`config.mk`:
```
export PLATFORM = sky130hd
export DESIGN_NAME = hv_mode_ctrl
export DESIGN_NICKNAME = d
export VERILOG_FILES = /design/src/rtl/hv_mode_ctrl.sv
export SDC_FILE = /design/constraint.sdc
export NUM_CORES = 1
export LEC_CHECK = 0
export ABC_CLOCK_PERIOD_IN_PS = 5740
export CAP_MARGIN = 30
export CORE_ASPECT_RATIO = 0.75
export CORE_MARGIN = 4
export CORE_UTILIZATION = 40
export CTS_BUF_LIST = sky130_fd_sc_hd__clkbuf_4 sky130_fd_sc_hd__clkbuf_8
export DETAILED_ROUTE_END_ITERATION = 8
export GPL_ROUTABILITY_DRIVEN = 0
export PLACE_DENSITY = 0.7
export SLEW_MARGIN = 5
export SYNTH_ARGS = -nofsm -noshare
export SYNTH_HDL_FRONTEND = slang
export SYNTH_SLANG_ARGS = --single-unit
export TNS_END_PERCENT = 20
```
`constraint.sdc`:
```
create_clock -name i_clk -period 5.74 [get_ports i_clk]
set_clock_uncertainty 0.05 [all_clocks]
set_input_delay 1.148 -clock i_clk [delete_from_list [all_inputs] [get_ports i_clk]]
set_output_delay 1.148 -clock i_clk [all_outputs]
set_load 0.01 [all_outputs]
```
`src/rtl/hv_mode_ctrl.sv`:
```
// HV-side mode controller: state sequencing, per-error glitch filters, efuse load retry and BIST timeout.
// Optional state-register parity checking is enabled by defining HV_CTRL_ST_PARITY_EN.
module hv_mode_ctrl #(
   parameter int ERR_NUM         = 12,
   parameter int FLT_NUM         = 4,
   parameter int EFUSE_DLY_NUM   = 16,
   parameter int EFUSE_TMO_NUM   = 256,
   parameter int EFUSE_RETRY_MAX = 3,
   parameter int BIST_TMO_NUM    = 1024,
   parameter int ST_W            = 4
) (
   input  logic               i_clk,
   input  logic               i_rst_n,
   input  logic               i_pwr_on,
   input  logic               i_io_test_mode,
   input  logic               i_io_fsiso,
   input  logic               i_fsiso_en,
   input  logic [ERR_NUM-1:0] i_err,
   input  logic [ERR_NUM-1:0] i_err_kill_msk,
   input  logic               i_reg_nml_en,
   input  logic               i_reg_cfg_en,
   input  logic               i_reg_bist_en,
   input  logic               i_reg_rst_en,
   input  logic               i_reg_efuse_vld,
   input  logic               i_efuse_load_done,
   input  logic               i_bist_done,
   output logic               o_efuse_load_req,
   output logic               o_pwm_en,
   output logic               o_spi_en,
   output logic               o_owt_com_en,
   output logic               o_wdg_scan_en,
   output logic               o_cfg_st_reg_en,
   output logic               o_test_st_reg_en,
   output logic               o_bist_en,
   output logic               o_intb_n,
   output logic [ERR_NUM-1:0] o_err_flt,
   output logic               o_efuse_fail,
   output logic               o_bist_tmo,
   output logic               o_st_par_err,
   output logic [ST_W-1:0]    o_cur_st
);

   localparam int FLT_W  = $clog2(FLT_NUM + 1);
   localparam int DLY_W  = $clog2(EFUSE_DLY_NUM + 1);
   localparam int TMO_W  = $clog2(EFUSE_TMO_NUM + 1);
   localparam int ATT_W  = $clog2(EFUSE_RETRY_MAX + 1);
   localparam int BIST_W = $clog2(BIST_TMO_NUM + 1);

   typedef enum logic [ST_W-1:0] {
      ST_PWR_DWN = ST_W'(0),
      ST_WAIT    = ST_W'(1),
      ST_TEST    = ST_W'(2),
      ST_NML     = ST_W'(3),
      ST_FSISO   = ST_W'(4),
      ST_FAULT   = ST_W'(5),
      ST_CFG     = ST_W'(6),
      ST_RST     = ST_W'(7),
      ST_BIST    = ST_W'(8)
   } st_e;

   st_e                cur_st_q, nxt_st;
   logic [ERR_NUM-1:0] err_flt_q, err_flt_d;
   logic [FLT_W-1:0]   flt_cnt_q [ERR_NUM];
   logic [FLT_W-1:0]   flt_cnt_d [ERR_NUM];
   logic               req_q, req_d, fail_q, fail_d;
   logic [DLY_W-1:0]   dly_q, dly_d;
   logic [TMO_W-1:0]   tmo_q, tmo_d;
   logic [ATT_W-1:0]   att_q, att_d;
   logic [BIST_W-1:0]  bist_cnt_q, bist_cnt_d;
   logic               bist_tmo_q, bist_tmo_d;
   logic               pwm_q, spi_q, owt_q, wdg_q, cfg_reg_q, test_reg_q, bist_en_q, intb_n_q;
   logic               pwm_d, spi_d, owt_d, wdg_d, cfg_reg_d, test_reg_d, bist_en_d, intb_n_d;
   logic               fsiso, err_any, kill, err_any_d, kill_d, efuse_active, par_bad;

   assign fsiso        = i_io_fsiso & i_fsiso_en;
   assign err_any      = |err_flt_q;
   assign kill         = |(err_flt_q & i_err_kill_msk);
   assign err_any_d    = |err_flt_d;
   assign kill_d       = |(err_flt_d & i_err_kill_msk);
   assign efuse_active = (cur_st_q == ST_WAIT) & ~i_io_test_mode & ~i_reg_efuse_vld;

   // Filter counter only runs while the raw input disagrees with the filtered value.
   always_comb begin
      for (int i = 0; i < ERR_NUM; i++) begin
         flt_cnt_d[i] = '0;
         err_flt_d[i] = err_flt_q[i];
         if (i_err[i] != err_flt_q[i]) begin
            if (flt_cnt_q[i] == FLT_W'(FLT_NUM - 1)) err_flt_d[i] = i_err[i];
            else                                     flt_cnt_d[i] = flt_cnt_q[i] + 1'b1;
         end
      end
   end

   always_comb begin
      nxt_st = cur_st_q;
      case (cur_st_q)
         ST_PWR_DWN: if (i_pwr_on) nxt_st = ST_WAIT;
         ST_WAIT: begin
            if (i_io_test_mode | fail_q)                   nxt_st = ST_TEST;
            else if (~kill & i_reg_nml_en & i_reg_efuse_vld) nxt_st = ST_NML;
         end
         ST_TEST:  if (~i_io_test_mode & i_reg_efuse_vld) nxt_st = ST_WAIT;
         ST_NML: begin
            if (i_reg_cfg_en) nxt_st = ST_CFG;
            else if (err_any) nxt_st = ST_FAULT;
         end
         ST_FAULT: begin
            if (i_reg_cfg_en)  nxt_st = ST_CFG;
            else if (~err_any) nxt_st = ST_NML;
         end
         ST_FSISO: if (~fsiso) nxt_st = ST_WAIT;
         ST_CFG: begin
            if (i_reg_rst_en)                          nxt_st = ST_RST;
            else if (err_any & ~kill & ~i_reg_cfg_en)  nxt_st = ST_FAULT;
            else if (~err_any & i_reg_bist_en)         nxt_st = ST_BIST;
            else if (~err_any & ~i_reg_cfg_en)         nxt_st = ST_NML;
         end
         ST_RST:  if (~i_reg_rst_en) nxt_st = ST_WAIT;
         ST_BIST: if (i_reg_cfg_en & ~i_reg_bist_en) nxt_st = ST_CFG;
         default: nxt_st = ST_PWR_DWN;
      endcase
      if (fsiso && cur_st_q != ST_PWR_DWN) nxt_st = ST_FSISO;
      if (~i_pwr_on)                       nxt_st = ST_PWR_DWN;
      if (par_bad)                         nxt_st = ST_PWR_DWN;
   end

   // Efuse load: delay, request, timeout/retry; a done pulse restarts the delay.
   always_comb begin
      req_d  = req_q;
      dly_d  = dly_q;
      tmo_d  = tmo_q;
      att_d  = att_q;
      fail_d = fail_q;
      if (cur_st_q != ST_WAIT) begin
         req_d = 1'b0;
         dly_d = '0;
         tmo_d = '0;
      end else if (efuse_active & ~fail_q) begin
         if (req_q) begin
            if (i_efuse_load_done) begin
               req_d = 1'b0;
               dly_d = '0;
               tmo_d = '0;
               att_d = '0;
            end else if (tmo_q == TMO_W'(EFUSE_TMO_NUM - 1)) begin
               req_d = 1'b0;
               tmo_d = '0;
               if (att_q == ATT_W'(EFUSE_RETRY_MAX - 1)) begin
                  att_d  = ATT_W'(EFUSE_RETRY_MAX);
                  fail_d = 1'b1;
               end else begin
                  att_d = att_q + 1'b1;
               end
            end else begin
               tmo_d = tmo_q + 1'b1;
            end
         end else if (dly_q == DLY_W'(EFUSE_DLY_NUM - 1)) begin
            req_d = 1'b1;
         end else begin
            dly_d = dly_q + 1'b1;
         end
      end else begin
         req_d = 1'b0;
      end
      if (nxt_st == ST_PWR_DWN) begin
         att_d  = '0;
         fail_d = 1'b0;
      end
   end

   always_comb begin
      bist_cnt_d = bist_cnt_q;
      bist_tmo_d = bist_tmo_q;
      if (nxt_st == ST_BIST && cur_st_q != ST_BIST) begin
         bist_cnt_d = '0;
         bist_tmo_d = 1'b0;
      end else if (cur_st_q == ST_BIST && ~i_bist_done) begin
         if (bist_cnt_q == BIST_W'(BIST_TMO_NUM - 1)) bist_tmo_d = 1'b1;
         else                                          bist_cnt_d = bist_cnt_q + 1'b1;
      end
      if (nxt_st == ST_PWR_DWN) bist_tmo_d = 1'b0;
   end

   // Enables are decoded from the next state so they line up with o_cur_st.
   always_comb begin
      pwm_d      = (nxt_st == ST_NML) | ((nxt_st == ST_FAULT) & ~kill_d);
      spi_d      = (nxt_st != ST_PWR_DWN);
      owt_d      = (nxt_st == ST_NML) | (nxt_st == ST_FAULT);
      wdg_d      = owt_d;
      cfg_reg_d  = (nxt_st == ST_CFG);
      test_reg_d = (nxt_st == ST_TEST);
      bist_en_d  = (nxt_st == ST_BIST);
      case (nxt_st)
         ST_NML, ST_TEST: intb_n_d = 1'b1;
         ST_CFG:          intb_n_d = ~err_any_d;
         ST_BIST:         intb_n_d = i_bist_done & ~bist_tmo_d;
         default:         intb_n_d = 1'b0;
      endcase
   end

   always_ff @(posedge i_clk or negedge i_rst_n) begin
      if (!i_rst_n) begin
         cur_st_q   <= ST_PWR_DWN;
         err_flt_q  <= '0;
         for (int i = 0; i < ERR_NUM; i++) flt_cnt_q[i] <= '0;
         req_q      <= 1'b0;
         fail_q     <= 1'b0;
         dly_q      <= '0;
         tmo_q      <= '0;
         att_q      <= '0;
         bist_cnt_q <= '0;
         bist_tmo_q <= 1'b0;
         pwm_q      <= 1'b0;
         spi_q      <= 1'b0;
         owt_q      <= 1'b0;
         wdg_q      <= 1'b0;
         cfg_reg_q  <= 1'b0;
         test_reg_q <= 1'b0;
         bist_en_q  <= 1'b0;
         intb_n_q   <= 1'b0;
      end else begin
         cur_st_q   <= nxt_st;
         err_flt_q  <= err_flt_d;
         for (int i = 0; i < ERR_NUM; i++) flt_cnt_q[i] <= flt_cnt_d[i];
         req_q      <= req_d;
         fail_q     <= fail_d;
         dly_q      <= dly_d;
         tmo_q      <= tmo_d;
         att_q      <= att_d;
         bist_cnt_q <= bist_cnt_d;
         bist_tmo_q <= bist_tmo_d;
         pwm_q      <= pwm_d;
         spi_q      <= spi_d;
         owt_q      <= owt_d;
         wdg_q      <= wdg_d;
         cfg_reg_q  <= cfg_reg_d;
         test_reg_q <= test_reg_d;
         bist_en_q  <= bist_en_d;
         intb_n_q   <= intb_n_d;
      end
   end

`ifdef HV_CTRL_ST_PARITY_EN
   logic par_q, par_err_q;

   assign par_bad = (^cur_st_q) != par_q;

   always_ff @(posedge i_clk or negedge i_rst_n) begin
      if (!i_rst_n) begin
         par_q     <= 1'b0;
         par_err_q <= 1'b0;
      end else begin
         par_q     <= ^nxt_st;
         par_err_q <= par_err_q | par_bad;
      end
   end

   assign o_st_par_err = par_err_q;
`else
   assign par_bad      = 1'b0;
   assign o_st_par_err = 1'b0;
`endif

   assign o_cur_st         = cur_st_q;
   assign o_err_flt        = err_flt_q;
   assign o_efuse_load_req = req_q;
   assign o_efuse_fail     = fail_q;
   assign o_bist_tmo       = bist_tmo_q;
   assign o_pwm_en         = pwm_q;
   assign o_spi_en         = spi_q;
   assign o_owt_com_en     = owt_q;
   assign o_wdg_scan_en    = wdg_q;
   assign o_cfg_st_reg_en  = cfg_reg_q;
   assign o_test_st_reg_en = test_reg_q;
   assign o_bist_en        = bist_en_q;
   assign o_intb_n         = intb_n_q;

endmodule

```
==> results of run 1 <==
==> power breakdown <==
group,internal [W],leakage (nW),switching (W)
clock,0.000211,0.101,0.000228
combinational,0.000326,1.05,0.000300
sequential,0.000751,1.18,0.000130
==> worst register-to-register path, cell delays in order (launching register included) <==
cell and delay, ps:
dfrtp_1 470, nor4_1 380, and3_1 350, a21boi_0 130
a311o_1 320, a22o_1 200, a31oi_1 400, and2_1 300
nor2_1 70
==> Yosys cell counts, types with 8 or more instances <==
cell type  count
nand3_1       14
nor2b_1       20
a21oi_1       13
o21ai_0       14
mux2_2        13
dfrtp_1       89
xor2_1        10
nor3_1        19
xnor2_1       16
inv_1          8
ha_1          17
nor3b_1       16
and3_1        16
nor2_1        31
nand2_1       26
==> layer usage <==
| layer | global-route usage | share of wire | routed length (um) |
|---|---|---|---|
| met1 | 0.225 | 0.47 | 4510 |
| met2 | 0.254 | 0.47 | 4510 |
| met3 | 0.0459 | 0.051 | 494 |
| met4 | 0.0457 | 0.011 | 106 |
| met5 | 0 | 0 | 0 |
==> kinds of logic (layout without fill, tap and decap cells) <==
family                   Yosys count  count (layout)  synth area share
AND/OR/NAND/NOR                  173             173             0.222
flip-flops                        89              89             0.512
AO/OA/AOI/OAI                     63              63            0.0964
XOR/XNOR                          26              26            0.0524
buffers and inverters             18              90            0.0268
adder cells (fa/ha/maj)           17              17            0.0489
multiplexers                      16              16            0.0406
other                              1               1          0.000863
==> worst paths after layout <==
| path | from | endpoint | slack, ps | cells after the start |
|---|---|---|---|---|
| worst max-delay path | i_err_kill_msk[4] | o_pwm_en$_DFF_PN0_ | 2700 | 9 |
| worst min-delay path | flt_cnt_q[33]$_DFF_PN0_ | flt_cnt_q[33]$_DFF_PN0_ | 400 | 1 |
| worst max register to register | o_err_flt[6]$_DFF_PN0_ | o_efuse_fail$_DFFE_PN0P_ | 2950 | 8 |
| min in group asynchronous | i_rst_n | flt_cnt_q[17]$_DFF_PN0_ | 750 | 1 |
| max in group asynchronous | i_rst_n | bist_cnt_q[6]$_DFFE_PN0P_ | 3960 | 2 |
| worst min register to register | flt_cnt_q[33]$_DFF_PN0_ | flt_cnt_q[33]$_DFF_PN0_ | 400 | 1 |
==> through the flow <==
stage | total power, W | cell area, um^2 | hold WS, ps | setup WS (ps)
5_1_grt | 0.00208 | 5290 | 410 | 2550
3_5_place_dp | 0.00152 | 5080 | 386 | 2340
6_report | 0.00195 | 5290 | 397 | 2700
2_1_floorplan | 0.00125 | 4350 | 369 | 3150
3_3_place_gp | 0.00150 | 5080 | 379 | 2500
4_1_cts | 0.00196 | 5290 | 402 | 2710
==> cell type report <==
class / instances / share of cell area
Tap cell: 136 / 0.0322
Timing Repair Buffer: 66 / 0.123
Sequential cell: 89 / 0.421
Clock buffer: 10 / 0.0249
Multi-Input combinational cell: 296 / 0.379
Inverter: 8 / 0.00568
Clock inverter: 6 / 0.0137
==> state kept, by name, indices dropped and copies added (netlist names) <==
signal	count
o_test_st_reg_en	1
o_err_flt	12
o_intb_n	1
flt_cnt_q	36
o_efuse_load_req	1
bist_cnt_q	11
att_q	2
dly_q	5
o_wdg_scan_en	1
o_pwm_en	1
o_cfg_st_reg_en	1
o_bist_tmo	1
o_spi_en	1
o_bist_en	1
tmo_q	9
o_cur_st	4
o_efuse_fail	1
==> out/qor.csv, run 1 <==
metric,value,unit
Vias/cell,5.38,
Final Max Tran Viols,0,
Multi-input gate area,0.00200,mm^2
"Cell Area, Synth",0.00435,mm^2
DR iter-0 viols,242,
Core Box Area,0.0105,mm^2
routed wire length,9620,um
Buf/Inv on CP,1,
crit end category,register,
slowest CP cell,clkdlybuf4s50_1,
register area share after synthesis,0.512,
worst vdd ir,0.000199,V
net count of the mapped netlist,457,
cts hold-fix bufs,0,
share of synthesized registers carrying an async set or reset,1.00,
# IOs,65,
"Setup Fix Bufs, Post-CTS",0,
Layout area overhead,21.6,%
CTS sink count,89,
Inserted Diodes,0,
P_leak,2.33,nW
pwr/cell area,368,mW/mm^2
Least-Margin Pin Slew,675,ps
Critical Path Start Type,input port,
DR WL/cell,15.7,um
full die area,0.0126,mm^2
final hold vios,0,
fmax,329,MHz
Synth area leader,dfrtp_1,
die height,98.3,um
most common library cell in the layout ignoring fill and taps,dfrtp_1,
Gate Count Post-Synth,403,
total vias in the final route,3290,
most frequent cells in the layout,"89 x dfrtp_1, 62 x clkdlybuf4s50_1, 31 x nor2_1",
H-tree levels,3,
Worst Hold Class,register to register,
first-pass GRT wire length,16500,um
Synth Register Bits,89,
Sequential Area,0.00223,mm^2
predominant post-synthesis flop cell,dfrtp_1,
worst-path maximum fanout,5,
Area contributors post-synth,"dfrtp_1 51%, ha_1 4.9%, mux2_2 3.4%, xnor2_1 3.2%, nor2b_1 2.9%",
DRC,0,
status,"complete, no violations",
fin crit share,0.529,
Inserted Clock Buffers,9,
placed cells,595,
Root Driver,clkbuf_8,
first-pass iteration count of the detailed router,5,
Yosys warning count,0,
Yosys top cell area share,0.512,
clk buf depth,2,
Starting Density,0.416,
initial antenna violation count,0,
Antenna Nets Post-Route,0,
# rows,32,
largest net degree at the start of global routing,54,
Post-synth EDFFs,0,
"delay-heaviest family, CP",compound AO/OA/AOI/OAI gates,
share of cells above drive strength 1,0.0884,
Final nets,524,
total track usage,0.163,
fillers,920,
arrival time at the worst endpoint,3260,ps
Unique masters post-synth,50,
CP required,5970,ps
setup violators final,0,
TritonCTS clock tree,built,
# port buffers,63,
Resize count post-CTS,0,
clk_lat worst skew,360,ps
Fin Setup TNS,0,ps
RSZ-0062 raised after global routing,false,
Tmin final,3040,ps
"non-filler cells, final",611,
"Clk pin slew, worst setup/hold paths",90,ps
total gr overflow,0,
die width,128,um
MaxCap Viol Count,0,
syn avg cell area,10.8,um^2
worst-path cell chain,clkdlybuf4s50_1 > a22oi_1 > nand2_1 > nor2_1 > nand3_1 > o31ai_1 > a31oi_1 > or3_1 > a21oi_1,
HPWL Detailed,7400,um
Slew headroom,0.550,
critical setup path kind,input port to register,
Worst path max stage delay,440,ps
vias in the first global route,3325,
fin util,0.506,
Power figures use the tool's default switching activity.
==> run 2: changes to the inputs <==
Settings changed: ABC_CLOCK_PERIOD_IN_PS 5740 to 2900.
Clock period 5.74 ns to 2.9 ns, I/O delays scaled along.
==> out/qor.csv, run 2 (same netlist as run 1, synthesis figures left out) <==
metric,value,unit,change
status,"complete, no violations",,unchanged
Inserted Clock Buffers,9,,unchanged
Resize count post-CTS,0,,unchanged
"Setup Fix Bufs, Post-CTS",0,,unchanged
Fin Setup TNS,0,ps,unchanged
# IOs,65,,unchanged
CTS sink count,89,,unchanged
total vias in the final route,3299,,was 3290
H-tree levels,3,,unchanged
worst vdd ir,0.000355,V,was 0.000199 V
total gr overflow,0,,unchanged
RSZ-0062 raised after global routing,false,,unchanged
Worst Hold Class,input port to asynchronous set/reset pin,,was register to register
gr busiest metal,met2,,unchanged
vias in the first global route,3267,,was 3325
Slew headroom,0.590,,was 0.550
share of cells above drive strength 1,0.104,,was 0.0884
setup violators final,0,,unchanged
P_leak,2.39,nW,was 2.33 nW
Tmin final,2650,ps,
Root Driver,clkbuf_8,,unchanged
DR WL/cell,15.6,um,was 15.7 um
Least-Margin Pin Slew,615,ps,was 675 ps
crit end category,register,,unchanged
Core Box Area,0.0105,mm^2,unchanged
clk_lat worst skew,370,ps,was 360 ps
Biggest register,flt_cnt_q,,unchanged
Layout area overhead,24.2,%,was 21.6%
HPWL Detailed,7430,um,was 7400 um
final hold vios,0,,unchanged
Final Max Tran Viols,0,,unchanged
fillers,896,,was 920
fin crit share,0.912,,
pwr/cell area,753,mW/mm^2,was 368 mW/mm^2
total track usage,0.159,,was 0.163
initial antenna violation count,0,,unchanged
GRT met2 Usage,0.242,,was 0.254
CP required,3100,ps,was 5970 ps
cts hold-fix bufs,0,,unchanged
M1 GR Usage,0.217,,was 0.225
first-pass iteration count of the detailed router,5,,unchanged
reg2reg end,att_q[0]$_DFFE_PN0P_,,was o_efuse_fail$_DFFE_PN0P_
"Clk pin slew, worst setup/hold paths",90,ps,about the same
pre-CTS WS,134,ps,was 2340 ps
critical setup path kind,register to register,,was input port to register
Final nets,532,,was 524
Starting Density,0.416,,unchanged
die width,128,um,unchanged
routed wire length,9660,um,was 9620 um
Inserted Diodes,0,,unchanged
most frequent cells in the layout,"89 x dfrtp_1, 62 x clkdlybuf4s50_1, 31 x nor2_1",,unchanged
DRC,0,,unchanged
full die area,0.0126,mm^2,unchanged
reg-to-reg setup timing slack,250,ps,was 2950 ps
Antenna Nets Post-Route,0,,unchanged
# rows,32,,unchanged
DR iter-0 viols,171,,was 242
first-pass GRT wire length,15900,um,was 16500 um
arrival time at the worst endpoint,2850,ps,was 3260 ps
MaxCap Viol Count,0,,unchanged
worst-path maximum fanout,7,,was 5
Critical Path Start Type,register,,was input port
clk buf depth,2,,unchanged
number of flip-flops under the largest register name,36,,unchanged
met3 Use GR,0.0432,,was 0.0459
die height,98.3,um,unchanged
fmax,378,MHz,
most common library cell in the layout ignoring fill and taps,dfrtp_1,,unchanged
reg2reg path depth,8,,unchanged
Vias/cell,5.34,,was 5.38
largest net degree at the start of global routing,49,,was 54
TritonCTS clock tree,built,,unchanged
PnR worst setup slack,254,ps,was 2700 ps
# port buffers,63,,unchanged
worst reg2reg path startpoint,o_err_flt[7]$_DFF_PN0_,,was o_err_flt[6]$_DFF_PN0_
[run 2: routing by layer]
layer	part of all wire	up-vias
met5	0	-
met4	0.020	0
met3	0.052	20
met2	0.45	87
met1	0.48	1587
li1	-	1605
[run 2: worst max-delay path: stages (launching register included)]
cell	delay (ps)
dfrtp_1	450
nor4_1	380
and3_1	350
a21boi_0	120
a311o_1	330
a22o_1	210
a31oi_2	260
and2_1	290
nor2_1	80
[run 2: stage by stage]
stage	total power (W)	std cells	hold slack, ps	utilization	instance area, um^2
5_1_grt	0.00430	618	208	0.517	5400
3_3_place_gp	0.00302	603	380	0.493	5150
6_report	0.00406	618	158	0.517	5400
4_1_cts	0.00410	618	175	0.516	5390
3_5_place_dp	0.00306	603	391	0.493	5150
2_1_floorplan	0.00247	403	234	-	4350
[run 2: final cells by class]
class                   count  area (um^2)  share of cell area
flip-flops and latches     89         2230               0.413
multi-input cells         296         2010               0.372
repair buffers             74          723               0.134
well taps                 136          170              0.0315
clock buffers               9          124              0.0229
clock inverters             6          115              0.0213
inverters                   8         30.0             0.00556
[run 2: power by group]
part,internal (W),leakage [nW],total [W],switching [W]
clock network,0.000573,0.116,0.00102,0.000448
logic,0.000687,1.09,0.00135,0.000658
registers,0.00149,1.18,0.00170,0.000210
total,0.00275,2.39,0.00406,0.00132
[run 2: worst max-delay path by stage]
stage,to,slack [ps],startpoint,cells after the start
after floorplan,dly_q[3]$_DFFE_PN0P_,460,o_cur_st[1]$_DFF_PN0_,9
after global placement,att_q[1]$_DFFE_PN0P_,200,o_err_flt[7]$_DFF_PN0_,8
after detailed placement,o_efuse_fail$_DFFE_PN0P_,130,i_reg_bist_en,8
after CTS,att_q[0]$_DFFE_PN0P_,170,o_err_flt[7]$_DFF_PN0_,8
after global routing,o_pwm_en$_DFF_PN0_,30,o_cur_st[2]$_DFF_PN0_,7
final,att_q[0]$_DFFE_PN0P_,250,o_err_flt[7]$_DFF_PN0_,8
==> run 3: changes to the inputs <==
Settings changed: ABC_AREA set to 1, PLACE_DENSITY 0.7 to 0.69.
==> out/qor.csv, run 3 <==
metric,value,unit,change
DRC,0,,unchanged
die height,102,um,was 98.3 um
Slew headroom,0.557,,was 0.590
total track usage,0.166,,was 0.159
Tmin final,2200,ps,was 2650 ps
reg2reg end,bist_cnt_q[1]$_DFFE_PN0P_,,was att_q[0]$_DFFE_PN0P_
# IOs,65,,unchanged
share of cells above drive strength 1,0.103,,was 0.104
# port buffers,63,,unchanged
Gate Count Post-Synth,566,,was 403
# rows,33,,was 32
Unique masters post-synth,47,,was 50
DR iter-0 viols,190,,was 171
Inserted Clock Buffers,9,,unchanged
DR WL/cell,12.8,um,was 15.6 um
TritonCTS clock tree,built,,unchanged
Synth area leader,dfrtp_1,,unchanged
HPWL Detailed,8060,um,was 7430 um
pwr/cell area,680,mW/mm^2,was 753 mW/mm^2
share of synthesized registers carrying an async set or reset,1.00,,unchanged
crit end category,output pin,,was register
syn avg cell area,8.29,um^2,was 10.8 um^2
most common library cell in the layout ignoring fill and taps,nand2_1,,was dfrtp_1
sw frac,0.373,,was 0.324
Critical Path Start Type,register,,unchanged
met3 Use GR,0.0338,,was 0.0432
CTS sink count,89,,unchanged
"Cell Area, Synth",0.00469,mm^2,was 0.00435 mm^2
Overall Power,0.00388,W,was 0.00406 W
Antenna Nets Post-Route,0,,unchanged
vias in the first global route,3887,,was 3267
Yosys top cell area share,0.475,,was 0.512
Fin Setup TNS,0,ps,unchanged
reg-to-reg setup timing slack,770,ps,was 250 ps
register area share after synthesis,0.475,,was 0.512
Least-Margin Pin Slew,664,ps,was 615 ps
Final Max Tran Viols,0,,unchanged
cell with the most instances after synthesis,nand2_1,,was dfrtp_1
routed wire length,10200,um,was 9660 um
CP required,2270,ps,was 3100 ps
clk_lat worst skew,370,ps,about the same
net count of the mapped netlist,620,,was 457
first-pass iteration count of the detailed router,5,,unchanged
Synth top cells by count,"119 x nand2_1, 97 x inv_1, 89 x dfrtp_1",,"was 89 x dfrtp_1, 31 x nor2_1, 26 x nand2_1"
Starting Density,0.419,,was 0.416
predominant post-synthesis flop cell,dfrtp_1,,unchanged
fmax,454,MHz,was 378 MHz
critical setup path kind,register to output pin,,was register to register
total net switching power,0.00144,W,was 0.00132 W
fin crit share,0.759,,was 0.912
sequential share of power,0.448,,was 0.418
total vias in the final route,3809,,was 3299
clk buf depth,2,,unchanged
Core Box Area,0.0112,mm^2,was 0.0105 mm^2
Worst setup startpoint,o_cur_st[1]$_DFF_PN0_,,was o_err_flt[7]$_DFF_PN0_
most frequent cells in the layout,"119 x nand2_1, 97 x inv_1, 89 x dfrtp_1",,"was 89 x dfrtp_1, 62 x clkdlybuf4s50_1, 31 x nor2_1"
clock share of power,0.202,,was 0.251
GRT met2 Usage,0.268,,was 0.242
Resize count post-CTS,0,,unchanged
Buf/Inv on CP,1,,was 0
number of flip-flops under the largest register name,36,,unchanged
RSZ-0062 raised after global routing,false,,unchanged
Layout area overhead,21.4,%,was 24.2%
worst reg2reg path startpoint,o_err_flt[3]$_DFF_PN0_,,was o_err_flt[7]$_DFF_PN0_
Vias/cell,4.76,,was 5.34
Yosys warning count,0,,unchanged
reg2reg path depth,12,,was 8
arrival time at the worst endpoint,1570,ps,was 2850 ps
Crit path depth,1,,was 8
final hold vios,0,,unchanged
H-tree levels,3,,unchanged
"Setup Fix Bufs, Post-CTS",0,,unchanged
Worst path max stage delay,640,ps,was 450 ps
status,"complete, no violations",,unchanged
worst vdd ir,0.000401,V,was 0.000355 V
MaxCap Viol Count,0,,unchanged
fillers,1077,,was 896
Area contributors post-synth,"dfrtp_1 47%, nand2_1 9.5%, inv_1 7.8%, ha_1 4.5%, nor2_1 3.8%",,"was dfrtp_1 51%, ha_1 4.9%, mux2_2 3.4%, xnor2_1 3.2%, nor2b_1 2.9%"
Pint,0.00243,W,was 0.00275 W
setup violators final,0,,unchanged
Final nets,692,,was 532
worst-path cell chain,clkdlybuf4s50_1,,was nor4_1 > and3_1 > a21boi_0 > a311o_1 > a22o_1 > a31oi_2 > and2_1 > nor2_1
full die area,0.0135,mm^2,was 0.0126 mm^2
largest net degree at the start of global routing,53,,was 49
crit path to,o_cur_st[1],,was att_q[0]$_DFFE_PN0P_
total gr overflow,0,,unchanged
Post-synth EDFFs,0,,unchanged
cts hold-fix bufs,0,,unchanged
"delay-heaviest family, CP",buffers and inverters,,was simple AND/OR/NAND/NOR gates
worst-path maximum fanout,9,,was 7
slowest CP cell,clkdlybuf4s50_1,,was dfrtp_1
Root Driver,clkbuf_8,,unchanged
gr busiest metal,met2,,unchanged
first-pass GRT wire length,18000,um,was 15900 um
Worst Hold Class,input port to asynchronous set/reset pin,,unchanged
"Clk pin slew, worst setup/hold paths",90,ps,about the same
Biggest register,flt_cnt_q,,unchanged
initial antenna violation count,0,,unchanged
P_leak,2.77,nW,was 2.39 nW
die width,133,um,was 128 um
part of the power in combinational logic,0.350,,was 0.331
M1 GR Usage,0.226,,was 0.217
Inserted Diodes,0,,unchanged
Synth Register Bits,89,,unchanged
## run 3: cell types whose count changed in the layout (fill, tap and decap cells not counted), moves of 8 or more
cell | previous run | this run
and3_1 | 16 | 1
buf_4 | 11 | 2
inv_1 | 8 | 97
inv_2 | 0 | 9
mux2_2 | 13 | 0
nand2_1 | 26 | 119
nand3_1 | 14 | 27
nand4_1 | 3 | 12
nor2_1 | 31 | 47
nor2_2 | 0 | 10
nor2b_1 | 20 | 0
o21ai_0 | 14 | 22
## run 3: power groups by stage
stage	Clock (W)	Sequential (W)	Combinational (W)
5_1_grt	0.000868	0.00177	0.00156
6_report	0.000785	0.00173	0.00136
2_1_floorplan	0	0.00173	0.000838
4_1_cts	0.000814	0.00174	0.00137
3_3_place_gp	0	0.00175	0.00131
3_5_place_dp	0	0.00176	0.00137
## run 3: area by class of cell
cell class                      instances  area (um^2)  area share
Inverter                              107          403      0.0707
Clock buffer                           10          138      0.0242
Clock inverter                          6         41.3     0.00725
Sequential cell                        89         2230       0.391
Multi-Input combinational cell        366         2030       0.357
Tap cell                              157          196      0.0345
Timing Repair Buffer                   65          656       0.115
## run 3: metrics by stage
stage,hold WS (ps),std cells,worst slack [ps],util,instance area [um^2]
finish,179,800,699,0.509,5700
global route,220,800,401,0.509,5700
CTS,194,800,676,0.509,5700
detailed placement,382,784,359,0.493,5520
global placement,374,784,409,0.493,5520
floorplan,234,566,1090,-,4690
## run 3: logic make-up after synthesis
family	Yosys count	share of synthesized area
AND/OR/NAND/NOR	275	0.280
XOR/XNOR	16	0.0299
flip-flops	89	0.475
AO/OA/AOI/OAI	56	0.0757
other	1	0.000799
multiplexers	1	0.00213
buffers and inverters	111	0.0917
adder cells (fa/ha/maj)	17	0.0453
## run 3: worst min path at each step
stage | to | slack, ps | depth (start not counted)
6_report | flt_cnt_q[26]$_DFF_PN0_ | 180 | 1
5_1_grt | flt_cnt_q[25]$_DFF_PN0_ | 220 | 1
4_1_cts | flt_cnt_q[26]$_DFF_PN0_ | 190 | 1
3_5_place_dp | flt_cnt_q[21]$_DFF_PN0_ | 380 | 1
3_3_place_gp | flt_cnt_q[0]$_DFF_PN0_ | 370 | 1
2_1_floorplan | att_q[0]$_DFFE_PN0P_ | 230 | 0
## run 3: routing by layer
metal,vias up,share of wire
li1,1949,-
met1,1773,0.49
met2,75,0.45
met3,12,0.040
met4,0,0.016
met5,-,0
